==> config.mk <==
export PLATFORM = sky130hd
export DESIGN_NAME = binary_mul_pipe
export DESIGN_NICKNAME = d
export VERILOG_FILES = /design/src/rtl/binary_mul_pkg.sv /design/src/rtl/binary_mul_pipe_stage.sv /design/src/rtl/binary_mul_pipe.sv
export SDC_FILE = /design/constraint.sdc
export NUM_CORES = 1
export LEC_CHECK = 0
export ABC_AREA = 1
export CORE_MARGIN = 4
export CORE_UTILIZATION = 37
export CTS_CLUSTER_DIAMETER = 60
export DETAILED_ROUTE_END_ITERATION = 6
export PLACE_DENSITY = 0.53
export SETUP_SLACK_MARGIN = 0.02
export SLEW_MARGIN = 20
export SYNTH_ARGS = -nofsm -noshare
export SYNTH_HDL_FRONTEND = slang
export SYNTH_SLANG_ARGS = --single-unit
export TNS_END_PERCENT = 10
==> constraint.sdc <==
create_clock -name clk -period 6.3 [get_ports clk]
set_input_delay 1.26 -clock clk [delete_from_list [all_inputs] [get_ports clk]]
set_output_delay 1.26 -clock clk [all_outputs]
set_load 0.05 [all_outputs]
==> src/rtl/binary_mul_pkg.sv <==
// Shared helpers for the pipelined multiplier: width helpers, operand
// conditioning (magnitude and sign flag) and the per-stage control token.
package binary_mul_pkg;

  // Widest operand the conditioning helper handles.
  localparam int unsigned MAX_W = 64;

  // Control part of a token. It travels alongside the magnitude and accumulator fields.
  typedef struct packed {
    logic valid;
    logic tc;
    logic neg;
  } tok_ctl_t;

  // Product width for a given operand width.
  function automatic int unsigned prod_w(input int unsigned w);
    return 2 * w;
  endfunction

  // Multiplier bits consumed by each stage.
  function automatic int unsigned chunk_w(input int unsigned w, input int unsigned s);
    return w / s;
  endfunction

  // Unsigned magnitude of the low w bits of x. The most negative value maps to
  // 2^(w-1), which still fits in w unsigned bits.
  function automatic logic [MAX_W-1:0] mag_of(input logic [MAX_W-1:0] x,
                                              input int unsigned w,
                                              input logic tc);
    logic [MAX_W-1:0] mask;
    mask = (w >= MAX_W) ? '1 : ((MAX_W'(1) << w) - MAX_W'(1));
    if (tc && x[w-1]) return (~x + MAX_W'(1)) & mask;
    else              return x & mask;
  endfunction

  // Sign of the product. It is set only when the operands are signed and their signs differ.
  function automatic logic neg_of(input logic a_msb, input logic b_msb, input logic tc);
    return tc & (a_msb ^ b_msb);
  endfunction

endpackage

==> src/rtl/binary_mul_pipe_stage.sv <==
// One registered accumulate step of the multiplier pipe. Stage IDX adds
// |A| times its CH-bit slice of |B|. The first stage also conditions the raw
// operands. The last stage applies the sign and holds its output through bubbles.
module binary_mul_pipe_stage
  import binary_mul_pkg::*;
#(
  parameter int unsigned WIDTH  = 16,
  parameter int unsigned STAGES = 4,
  parameter int unsigned IDX    = 0
) (
  input  logic               clk,
  input  logic               rst_n,
  input  logic               en,
  input  tok_ctl_t           in_ctl,
  input  logic [WIDTH-1:0]   in_a,
  input  logic [WIDTH-1:0]   in_b,
  input  logic [2*WIDTH-1:0] in_acc,
  output tok_ctl_t           out_ctl,
  output logic [WIDTH-1:0]   out_a,
  output logic [WIDTH-1:0]   out_b,
  output logic [2*WIDTH-1:0] out_acc
);

  localparam int unsigned PW    = prod_w(WIDTH);
  localparam int unsigned CH    = chunk_w(WIDTH, STAGES);
  localparam bit          FIRST = (IDX == 0);
  localparam bit          LAST  = (IDX == STAGES - 1);

  tok_ctl_t         ctl_d, ctl_q;
  logic [WIDTH-1:0] a_d, a_q, b_d, b_q;
  logic [PW-1:0]    acc_d, acc_q;

  logic [WIDTH-1:0] a_mag, b_mag;
  logic             neg;
  logic [CH-1:0]    b_slice;
  logic [PW-1:0]    partial, sum, result;

  // Condition operands in the first stage, add this stage's partial product,
  // and negate in the last stage.
  always_comb begin
    a_mag   = FIRST ? WIDTH'(mag_of(MAX_W'(in_a), WIDTH, in_ctl.tc)) : in_a;
    b_mag   = FIRST ? WIDTH'(mag_of(MAX_W'(in_b), WIDTH, in_ctl.tc)) : in_b;
    neg     = in_ctl.neg | (FIRST & neg_of(in_a[WIDTH-1], in_b[WIDTH-1], in_ctl.tc));
    b_slice = b_mag[IDX*CH +: CH];
    partial = (PW'(a_mag) * PW'(b_slice)) << (IDX * CH);
    sum     = in_acc + partial;
    // A zero magnitude negates to zero, so no negative zero can appear.
    result  = (LAST && neg) ? -sum : sum;

    ctl_d = ctl_q;
    a_d   = a_q;
    b_d   = b_q;
    acc_d = acc_q;
    if (en) begin
      ctl_d = '{valid: in_ctl.valid, tc: in_ctl.tc, neg: neg};
      a_d   = a_mag;
      b_d   = b_mag;
      // The last stage's accumulator is the visible product. Bubbles leave it untouched.
      if (in_ctl.valid || !LAST) acc_d = result;
    end
  end

  // Stage register with synchronous clear. Reset takes priority over en.
  always_ff @(posedge clk) begin
    if (!rst_n) begin
      ctl_q <= '0;
      a_q   <= '0;
      b_q   <= '0;
      acc_q <= '0;
    end else begin
      ctl_q <= ctl_d;
      a_q   <= a_d;
      b_q   <= b_d;
      acc_q <= acc_d;
    end
  end

  assign out_ctl = ctl_q;
  assign out_a   = a_q;
  assign out_b   = b_q;
  assign out_acc = acc_q;

endmodule

==> src/rtl/binary_mul_pipe.sv <==
// Streaming WIDTH x WIDTH multiplier with STAGES cycles of latency. It accepts
// one token per enabled cycle and selects unsigned or signed mode per token.
// Handshake: in_valid qualifies A/B/tc on an enabled edge. out_valid marks the
// single cycle in which a new product is on P. There is no backpressure, and
// en=0 freezes the whole pipe.
module binary_mul_pipe
  import binary_mul_pkg::*;
#(
  parameter int unsigned WIDTH  = 16,
  parameter int unsigned STAGES = 4
) (
  input  logic               clk,
  input  logic               rst_n,
  input  logic               en,
  input  logic               in_valid,
  input  logic               tc,
  input  logic [WIDTH-1:0]   A,
  input  logic [WIDTH-1:0]   B,
  output logic               out_valid,
  output logic [2*WIDTH-1:0] P
);

  localparam int unsigned PW = prod_w(WIDTH);

  if (WIDTH < 2 || STAGES < 1 || STAGES > WIDTH || (WIDTH % STAGES) != 0) begin : g_bad_params
    $error("binary_mul_pipe: need WIDTH >= 2, 1 <= STAGES <= WIDTH, WIDTH %% STAGES == 0");
  end

  // Index 0 is the port side. Index i is the output of stage i.
  tok_ctl_t         ctl   [STAGES+1];
  logic [WIDTH-1:0] a_s   [STAGES+1];
  logic [WIDTH-1:0] b_s   [STAGES+1];
  logic [PW-1:0]    acc_s [STAGES+1];

  assign ctl[0]   = '{valid: in_valid, tc: tc, neg: 1'b0};
  assign a_s[0]   = A;
  assign b_s[0]   = B;
  assign acc_s[0] = '0;

  for (genvar i = 0; i < STAGES; i++) begin : g_stage
    binary_mul_pipe_stage #(
      .WIDTH  (WIDTH),
      .STAGES (STAGES),
      .IDX    (i)
    ) u_stage (
      .clk     (clk),
      .rst_n   (rst_n),
      .en      (en),
      .in_ctl  (ctl[i]),
      .in_a    (a_s[i]),
      .in_b    (b_s[i]),
      .in_acc  (acc_s[i]),
      .out_ctl (ctl[i+1]),
      .out_a   (a_s[i+1]),
      .out_b   (b_s[i+1]),
      .out_acc (acc_s[i+1])
    );
  end

  assign out_valid = ctl[STAGES].valid;
  assign P         = acc_s[STAGES];

endmodule

==> flow_metrics.tcl <==
set metrics [dict create \
    wl_um 48400 \
    async_flop_share_pct 0 \
    detail-route-antenna-nets 0 \
    critPathMaxFanout 17 \
    antenna_found_initial 1 \
    cts_root_buf "clkbuf_16" \
    synth_edf_count 0 \
    setup-violations-final 0 \
    p_leak_nw 11.1 \
    fin_skew_ps 16.5 \
    finalMaxSlewViolations 0 \
    status "complete, no violations" \
    crit_start "g_stage[2].u_stage.out_b[15]$_SDFFE_PN0P_" \
    grtUsageTotal_pct 18.8 \
    cts_resized 0 \
    cp-start-kind "register" \
    n_antenna_cell 0 \
    cts_hold_buf 0 \
    p_per_area_mw_per_mm2 196 \
    final.period_utilization_pct 91.6 \
    wl_per_cell_um 14.2 \
    cts_made_buffers 17 \
    cap_viol_max_count 0 \
    ys_seq_area_share_pct 20.2 \
    clkLatencyLatePin_ps 490 \
    finalWeightedCongestion 0.883 \
    drive_above_1_share_pct 2.40 \
    ys_ff_latch 185 \
    drt_iter0_drc 819 \
    final_cell_area_mm2 0.0200 \
    synth_flop_cell "dfxtp_1" \
    drt_pre_antenna_iters 5 \
    tightest_slew_ps 977 \
    layout_commonest_cell "nand2_1" \
    cts_buffer_depth 2 \
    overflow 0 \
    drc_errors 0 \
    crit_required_ps 6680 \
    dpl.hpwl_um 39000 \
    reg2reg_from "g_stage[2].u_stage.out_b[15]$_SDFFE_PN0P_" \
    critPathArrivalTime_ps 6150 \
    avgSynthCellArea_um2 6.66 \
    crit_path_end_kind "register" \
    fmax_mhz 173 \
    cts_setup_buffers 0 \
    ios 70 \
    die_area_mm2 0.0533 \
    htreeDepth 4 \
    yosys_warnings 0 \
    grt_pass1_wl_um 82600 \
    place_area_mm2 0.0194 \
    rr_worst_depth 27 \
    start_util_pct 37.5 \
    die_w_um 231 \
    crit_type "reg -> reg" \
    area_growth_pct 8.92 \
    crit_path_end "g_stage[3].u_stage.out_acc[30]$_SDFFE_PN0P_" \
    relSlewSlack_pct 34.9 \
    rows 81 \
    synthCells 2758 \
    rr_endpoint "g_stage[3].u_stage.out_acc[30]$_SDFFE_PN0P_" \
    grt_pass1_vias 16900 \
    r2r_slack_ps 530 \
    layout_common_cells "nand2_1, inv_1, nor2_1, o21ai_0, dfxtp_1" \
    ys_types 43 \
    clkSlewWorstSetupHoldPaths_ps 80 \
    min_period_ps 5770 \
    syn_area_mm2 0.0184 \
    die_y_um 231 \
    grt_start_max_net_pins 95 \
    rsz0062_at_grt "no" \
    vias 16500 \
    hold_path.class "reg -> reg" \
    synth_nets 3061 \
    avgViaCountPerCell 4.84 \
    finalHoldViolCount 0 \
    cts_tree "done" \
    fin_tns_setup_ps 0 \
    nets 3041 \
    peakVddDrop_v 0.000190 \
    cts.sinks 185 \
    core_area_mm2 0.0491 \
    io_buffers 69 \
]
[final cells by class]
| type | instances | area, µm² |
|---|---|---|
| clock buffers | 19 | 443 |
| well taps | 664 | 831 |
| repair buffers | 86 | 813 |
| fillers | 5332 | 29000 |
| inverters | 490 | 1840 |
| clock inverters | 13 | 148 |
| multi-input cells | 1958 | 12200 |
| flip-flops and latches | 185 | 3700 |
[cells in the mapped netlist (6+ instances only)]
cell type	n	area share (%)
buf_4	32	1.3
nor2_1	350	7.2
a21oi_1	171	4.7
o21ai_0	213	5.8
nand2_1	596	12
clkbuf_1	85	1.7
nand4_1	18	0.61
nand3b_1	6	0.25
xor2_1	91	4.3
nand3_1	85	2.3
fa_1	115	13
inv_1	486	9.9
nor3_1	22	0.60
o221ai_1	9	0.43
ha_1	151	10
buf_1	6	0.12
o211ai_1	26	1.1
dfxtp_1	185	20
xnor2_1	34	1.6
a31oi_1	15	0.51
o31ai_1	9	0.37
o21bai_1	8	0.33
[per-layer routing]
metal | track usage [%] | share of wire, %
met2 | 33.9 | 50
met4 | 4.28 | 1.6
met1 | 23.4 | 46
met3 | 3.15 | 2.7
met5 | 0 | 0.027
[stage by stage]
step | power [mW] | setup slack [ps] | std cells | hold WS (ps) | util, %
floorplan | 2.48 | 935 | 2758 | 446 | -
global placement | 2.86 | 273 | 3383 | 454 | 39.6
detailed placement | 2.86 | 226 | 3383 | 457 | 39.6
CTS | 4.00 | 520 | 3415 | 471 | 40.8
global route | 4.26 | 90.8 | 3415 | 486 | 40.8
finish | 3.93 | 528 | 3415 | 465 | 40.8
[power by group]
part	switching, mW	leakage, nW	internal [mW]
logic	0.903	9.24	0.531
clock network	0.556	0.289	0.540
registers	0.123	1.53	1.27
[state kept, by name, indices dropped and copies added (netlist names)]
register and flops:
g_stage.u_stage.out_acc 106, g_stage.u_stage.out_a 48, g_stage.u_stage.out_b 24, g_stage.u_stage.out_ctl 7
[worst min-delay path by stage]
stage                                                          start                                    endpoint  slack, ps  depth (start not counted)
after floorplan           g_stage[0].u_stage.out_acc[0]$_SDFFE_PN0P_  g_stage[0].u_stage.out_acc[0]$_SDFFE_PN0P_        450                          2
after global placement    g_stage[3].u_stage.out_ctl[2]$_SDFFE_PN0P_  g_stage[3].u_stage.out_ctl[2]$_SDFFE_PN0P_        450                          2
after detailed placement  g_stage[0].u_stage.out_acc[0]$_SDFFE_PN0P_  g_stage[0].u_stage.out_acc[0]$_SDFFE_PN0P_        460                          2
after CTS                 g_stage[0].u_stage.out_acc[0]$_SDFFE_PN0P_  g_stage[0].u_stage.out_acc[0]$_SDFFE_PN0P_        470                          2
after global routing      g_stage[0].u_stage.out_acc[0]$_SDFFE_PN0P_  g_stage[0].u_stage.out_acc[0]$_SDFFE_PN0P_        490                          2
final                     g_stage[3].u_stage.out_ctl[2]$_SDFFE_PN0P_  g_stage[3].u_stage.out_ctl[2]$_SDFFE_PN0P_        470                          2
[worst max-delay path, stage by stage, from the launching register on]
cell	delay [ps]
dfxtp_1	760
nand2_1	180
fa_1	570
inv_1	60
fa_1	530
ha_1	320
nand2_1	70
nor4_1	550
a21oi_1	200
o21ai_0	340
a31oi_1	160
xor2_1	180
ha_1	360
nand2_1	110
nor2_1	170
nand3_1	110
nand2_1	110
inv_1	60
nand2_1	60
nand2_1	110
nor2_1	150
nand2_1	60
nand2_1	50
nand2_1	70
nand2_1	60
nand2_1	50
o21ai_1	150
inv_1	50
[cells by family (layout without fill, tap and decap cells)]
| family | count (synthesis) | in the layout | synth area share [%] |
|---|---|---|---|
| AO/OA/AOI/OAI | 472 | 472 | 14.0 |
| AND/OR/NAND/NOR | 1095 | 1095 | 23.8 |
| buffers and inverters | 615 | 608 | 13.3 |
| XOR/XNOR | 125 | 125 | 5.96 |
| flip-flops | 185 | 185 | 20.2 |
| adder cells (fa/ha/maj) | 266 | 266 | 22.8 |
Note: power is estimated with default switching activity, not from simulation.
